File: config.mk
export PLATFORM = sky130hd
export DESIGN_NAME = event_arbiter
export DESIGN_NICKNAME = d
export VERILOG_FILES = /design/src/rtl/event_arbiter.sv
export SDC_FILE = /design/constraint.sdc
export NUM_CORES = 1
export LEC_CHECK = 0
export CAP_MARGIN = 10
export CORE_MARGIN = 2
export CORE_UTILIZATION = 46
export DETAILED_ROUTE_END_ITERATION = 6
export GPL_TIMING_DRIVEN = 1
export HOLD_SLACK_MARGIN = 0.08
export PLACE_DENSITY = 0.8
export SYNTH_ARGS = -nofsm -noshare
export SYNTH_HDL_FRONTEND = slang
export SYNTH_SLANG_ARGS = --single-unit
export TNS_END_PERCENT = 20
File: constraint.sdc
create_clock -name clk -period 5.15 [get_ports clk]
set_input_delay 1.2875 -clock clk [delete_from_list [all_inputs] [get_ports clk]]
set_output_delay 1.2875 -clock clk [all_outputs]
set_load 0.01 [all_outputs]
File: src/rtl/event_arbiter.sv
// Event arbiter: captures per-channel event pulses into sticky pending bits and
// serialises them, one 1-based channel index per valid/ready handshake.
module event_arbiter #(
    parameter int N  = 16,
    parameter int M  = 4,
    parameter int RR = 0
) (
    input  logic         clk,
    input  logic         rst_n,
    input  logic         en,
    input  logic         clr,
    input  logic [N-1:0] req,
    output logic         out_valid,
    input  logic         out_ready,
    output logic [M:0]   out_idx,
    output logic [N-1:0] pending,
    output logic [N-1:0] ovf,
    output logic         busy,
    output logic         state_dbg
);

    localparam int IW = (N > 1) ? $clog2(N) : 1;

    // Handshake: out_idx transfers on a rising edge where out_valid & out_ready;
    // while out_valid=1 and out_ready=0, out_valid and out_idx stay unchanged.
    typedef enum logic {IDLE, OFFER} state_t;

    state_t          state_q, state_d;
    logic [IW-1:0]   rr_last;
    logic [IW-1:0]   win;
    logic            any;
    logic            load, drop;
    logic [N-1:0]    grant_clr;
    logic [N-1:0]    pending_d;
    logic [N-1:0]    ovf_set;
    logic            valid_d;
    logic [M:0]      idx_d;
    logic            busy_d;

    assign state_dbg = state_q;

    // Winner search over the registered pending vector.
    always_comb begin
        int start;
        int j;
        win   = '0;
        any   = 1'b0;
        start = 0;
        j     = 0;
        if (RR == 0) begin
            for (int i = 0; i < N; i++) begin
                if (pending[i]) begin
                    win = IW'(i);
                    any = 1'b1;
                end
            end
        end else begin
            // Descend from just below the last grant, so the last winner ranks lowest.
            start = (rr_last == '0) ? N - 1 : int'(rr_last) - 1;
            for (int k = 0; k < N; k++) begin
                j = start - k;
                if (j < 0) j = j + N;
                if (!any && pending[j]) begin
                    win = IW'(j);
                    any = 1'b1;
                end
            end
        end
    end

    always_comb begin
        state_d   = state_q;
        load      = 1'b0;
        drop      = 1'b0;
        grant_clr = '0;
        case (state_q)
            IDLE: begin
                if (any) begin
                    load    = 1'b1;
                    state_d = OFFER;
                end
            end
            OFFER: begin
                if (out_ready) begin
                    if (any) begin
                        load = 1'b1;
                    end else begin
                        drop    = 1'b1;
                        state_d = IDLE;
                    end
                end
            end
            default: state_d = IDLE;
        endcase
        if (load) grant_clr = {{(N-1){1'b0}}, 1'b1} << win;

        pending_d = (pending & ~grant_clr) | (en ? req : '0);
        ovf_set   = en ? (req & pending & ~grant_clr) : '0;

        valid_d = out_valid;
        idx_d   = out_idx;
        if (load) begin
            valid_d = 1'b1;
            idx_d   = (M+1)'(win) + (M+1)'(1);
        end else if (drop) begin
            valid_d = 1'b0;
            idx_d   = '0;
        end
        busy_d = (|pending_d) | valid_d;
    end

    always_ff @(posedge clk) begin
        if (!rst_n) begin
            state_q   <= IDLE;
            pending   <= '0;
            ovf       <= '0;
            out_valid <= 1'b0;
            out_idx   <= '0;
            busy      <= 1'b0;
            rr_last   <= '0;
        end else if (clr) begin
            // rr_last survives clr so round-robin fairness carries across a flush.
            state_q   <= IDLE;
            pending   <= '0;
            ovf       <= '0;
            out_valid <= 1'b0;
            out_idx   <= '0;
            busy      <= 1'b0;
        end else begin
            state_q   <= state_d;
            pending   <= pending_d;
            ovf       <= ovf | ovf_set;
            out_valid <= valid_d;
            out_idx   <= idx_d;
            busy      <= busy_d;
            if (load) rr_last <= win;
        end
    end

endmodule
; ---- Word level (Yosys, flattened, before mapping)
; Cells that the tools add are included.
[word_totals]
inputBits = 21
romBits = 0
regBits = 40
ram_bits = 0
latchBits = 0
wordCells = 66
output_inout_bits = 40
n_memories = 0
[classes]
n_reduce_logical = 3
shifts = 1
order_cmp = 0
n_bitwise = 9
eq_ne = 0
muxes = 46
add_sub_neg = 1
n_div = 0
multipliers = 0
[op_table]
columns = cell, count
row1 = 16-bit AND, 3
row2 = 16-bit two-way mux, 3
row3 = 4-bit two-way mux, 12
row4 = 16-bit bitwise OR, 2
row5 = 1-bit two-way mux, 25
row6 = 16-bit inverter, 1
row7 = 16-bit OR reduction, 1
row8 = "1-bit by 4-bit left shift with 16-bit output, first input constant", 1
row9 = 5-bit two-way mux, 2
row10 = "4-bit by 1-bit adder with 5-bit output, second input constant", 1
row11 = 2-bit two-way mux, 2
row12 = 1-bit one-hot mux with 2 select lines, 2
row13 = 1-bit inverter, 2
row14 = 2-bit nonzero test, 1
row15 = 2-bit OR reduction, 1
row16 = 1-bit bitwise OR, 1

; ---- Depth between registers and ports, before layout
[logic_depth]
word_depth = 25
depth_mapped = 12
mapped_depth_nobuf = 12

; ---- Worst setup path before layout
; Ideal clock, no wire load.
[synth_timing]
path_type = register to register
from = reg pending[9]
to = reg busy
required_ps = 5017
synth_period_minus_slack_ps = 2824
setup_time_ps = 133
stages_incl_launch_ff = 13
t_arrival_ps = 2691
n_path_buf = 0
path_slack_ps = 2326
cell_sequence = dfxtp_1 nand2b_1 a21oi_1 a311o_1 and2_1 o21ai_0 ha_1 ha_1 nand2_1 a2111oi_0 o2111ai_1 nor3_1 a31oi_1
[synth_between]
elab_chain_cells = 16
word_cells_on_any_way = 29
classes_between = shift (1) / mux (23) / bitwise (4) / reduce/logical (1)
[synth_lines]
columns = item, line_no
row1 = start: declaration, 16  ; output logic [N-1:0] pending,
row2 = start signal: assignment, 131  ; pending <= pending_d;
row3 = 1-bit two-way mux (7 in a row), 52  ; if (pending[i]) begin
row4 = 1-bit two-way mux, "78, 85"
row5 = 1-bit two-way mux, 84  ; if (out_ready) begin
row6 = 1-bit one-hot mux with 2 select lines, 76  ; case (state_q)
row7 = 16-bit two-way mux, 95  ; if (load) grant_clr = {{(N-1){1'b0}}, 1'b1} << win;
row8 = 16-bit inverter, 97  ; pending_d = (pending & ~grant_clr) | (en ? req : '0);
row9 = 16-bit AND, 97
row10 = 16-bit bitwise OR, 97
row11 = 16-bit OR reduction, 109  ; busy_d = (|pending_d) | valid_d;
row12 = 1-bit bitwise OR (*), 109
row13 = end signal: assignment, 135  ; busy <= busy_d;
row14 = end: declaration, 18  ; output logic busy,
; Mark *: on every way between the ends. The rest lies on a longest branch, timed or not.
; A chain may end at the register's enable or synchronous reset.

; ---- Worst setup path in the final report
; Same ends and word-level chain as after synthesis.

==> flow_summary.toml <==
[outcome]
run_status = "finished clean"

[layout]
layout-area-overhead-vs-synth_pct = 38.3
ant_diodes = 0
fillerInstances = 348
num-nets-final = 308
layoutNonFillerInstCount = 332
post_route_cells_drive_above_1_share_pct = 7.80
utilization_pct = 66.1

[cts]
cts_setup_buffers = 0
worst_skew_pair.late_latency_ns = 0.30
cts_root_buf = "clkbuf_8"
cts-root-to-sink-buffers = 2
cts.sinks = 40
holdBufCountCts = 0
cts_made_buffers = 5
clk_transition_reported_paths_ns = 0.08
cts-htree-levels = 2
tritoncts = "yes"
cts_repair_resize_count = 0

[placed_design]
globalplace.congestion = 0.901
post-place-cells = 324
hpwlAfterDp_mm = 4.03
numPortBuffers = 60

[critical_path]
end_kind = "flop"
critPathMaxFanout = 7
worst_path_dominant_cell_family = "compound AO/OA/AOI/OAI gates"
path_common_cell = "ha_1"
worst_path_max_delay_cell = "dfxtp_1"
path_cells = "nand2b_1, a21oi_1, a311o_1, and2_1, o21ai_0, ha_1, ha_1, nand2_1, a2111oi_0, o2111ai_1, nor3_1, a31oi_1"
biggest_cell_delay_along_the_critical_path_ns = 0.49
timing_worst_setup_path_type = "reg2reg"
cp.buffers_inverters = 0
arrival_ns = 3.39
cp_data_required_time_ns = 5.32
start_kind = "flop"

[routing]
drt.antenna.violating_nets = 0
post_drt_wl_per_cell_um = 16.5
detailed_route_wire_length_mm = 5.49
first_iter_violations = 179
post-route-drc-count = 0
number_of_vias_in_the_routed_layout = 1897
route.detailed.vias_per_inst = 5.71
total_iterations_of_the_first_detailed_routing_run = 4

[job]
drv_cap = 0

[synth]
yosysWarningCount = 0
postSynthNetCount = 250
ys_types = 44
ys_dominant_reg_cell = "dfxtp_1"
synthArstFlopShare_pct = 0
synth-seq-area-share_pct = 41.9
synth_edf_count = 0
synth.avg_cell_area_um2 = 8.57
synthCells = 223
syn_area_um2 = 1910
ys_ff_latch = 40

[die]
initial_utilization_pct = 47.8
core_area_um2 = 4000
die_h_um = 68.4
num_rows = 23
num_io_pins = 61
total_die_area_um2 = 4680
fp.dieW_um = 68.4

[pwr]
max_rail_drop_vdd_uv = 161
total_power_mw = 0.758
power.leakage_nw = 0.958
powerDensity_nw_per_um2 = 287

[global_routing]
global_route_congestion_overflow_total = 0
grt_antenna_before_repair = 0
grt_max_degree = 41
track_usage_pct = 24.8
first_global_vias = 1713
grt_first_pass_wirelength_mm = 8.60

[sta]
relSlewSlack_pct = 20.3
final.setup_skew_ns = 0.00913
final.min_clock_period_ns = 3.22
fmaxAchievable_ghz = 0.311
transition_time_of_the_tightest_slew_check_pin_ns = 1.17
unrepaired_setup_endpoints_after_global_routing = "false"
hold_violation_total_from_the_final_report = 0
finalSetupViolations = 0
fin_worst_hold_slack_ns = 0.451
timing.setup.tns_ns = 0
slew_violations = 0
final.period_utilization_pct = 62.5

[hold_path]
min_path_type = "reg2reg"
## synth_stat cells, drive strengths merged (3+ instances only)
master	n	area share, %
a31oi	5	1.6
o21ai	5	1.3
nor4	5	3.9
and2	4	1.4
nand2b	4	1.3
clkbuf	8	1.6
ha	6	3.9
nand3	8	2.1
nor2	38	7.5
inv	10	2.0
a21oi	23	6.2
buf	3	1.4
nand2	17	3.7
a22oi	7	2.8
a41oi	8	3.7
nor3	3	0.79
o2111ai	4	1.8
dfxtp	40	42
## routing by layer
layer / vias up / track usage (%) / wire (um)
li1: 927 / - / -
met1: 870 / 36.5 / 2500
met2: 87 / 35.0 / 2440
met3: 13 / 4.44 / 426
met4: 0 / 10.5 / 115
met5: - / 0 / 0
## cell usage in the layout, fill, tap and decap left out, types with 4 or more instances in the layout
master / n
nor2_1: 38
dfxtp_1: 40
nand2b_1: 4
ha_1: 6
clkdlybuf4s50_1: 60
o2111ai_1: 4
clkbuf_8: 5
o21ai_0: 4
nand3_1: 8
nand2_1: 14
inv_1: 10
a31oi_1: 5
a21oi_1: 22
a41oi_1: 8
a22oi_1: 7
## through the flow
step	instance area (um2)	setup slack, ns
floorplan	1910	2.33
global placement	2530	1.70
detailed placement	2530	1.65
CTS	2640	1.94
global route	2640	1.51
finish	2640	1.93
## cells by family after synthesis
group | share of synthesized area [%]
compound gates | 24.3
buf+inv | 4.98
flops | 41.9
fa+ha+maj | 3.93
simple gates | 24.9
## report_power, final
group | leakage [nW] | switching, mW | internal (mW) | total [mW]
clock network | 0.0541 | 0.114 | 0.143 | 0.257
registers | 0.325 | 0.0134 | 0.319 | 0.333
logic | 0.579 | 0.0939 | 0.0742 | 0.168
## flip-flops by register name, indices dropped and copies added (netlist names)
| signal | flops |
|---|---|
| ovf | 16 |
| pending | 16 |
| out_idx | 5 |
| busy | 1 |
| out_valid | 1 |
| state_dbg | 1 |
## area by class of cell
cell class	instances	area, um2	area share, %
Multi-Input combinational cell	162	1010	38.4
Sequential cell	40	801	30.3
Timing Repair Buffer	62	616	23.3
Clock buffer	5	68.8	2.60
Tap cell	50	62.6	2.37
Clock inverter	3	42.5	1.61
Inverter	10	37.5	1.42
## final timing paths
check / cells past startpoint / endpoint / slack, ns / startpoint
worst max-delay path: 12 / busy$_SDFF_PP0_ / 1.93 / pending[9]$_SDFF_PP0_
worst min-delay path: 2 / ovf[3]$_SDFF_PP0_ / 0.45 / ovf[3]$_SDFF_PP0_
worst max register to register: 12 / busy$_SDFF_PP0_ / 1.93 / pending[9]$_SDFF_PP0_
worst min register to register: 2 / ovf[3]$_SDFF_PP0_ / 0.45 / ovf[3]$_SDFF_PP0_
## worst register-to-register path: stages, from the launching register on
cell and delay [ns]:
dfxtp_1 0.49, nand2b_1 0.15, a21oi_1 0.07, a311o_1 0.37, and2_1 0.18, o21ai_0 0.31, ha_1 0.28, ha_1 0.20
nand2_1 0.10, a2111oi_0 0.46, o2111ai_1 0.18, nor3_1 0.20, a31oi_1 0.10
No activity file was read; power rests on OpenSTA's default activity.
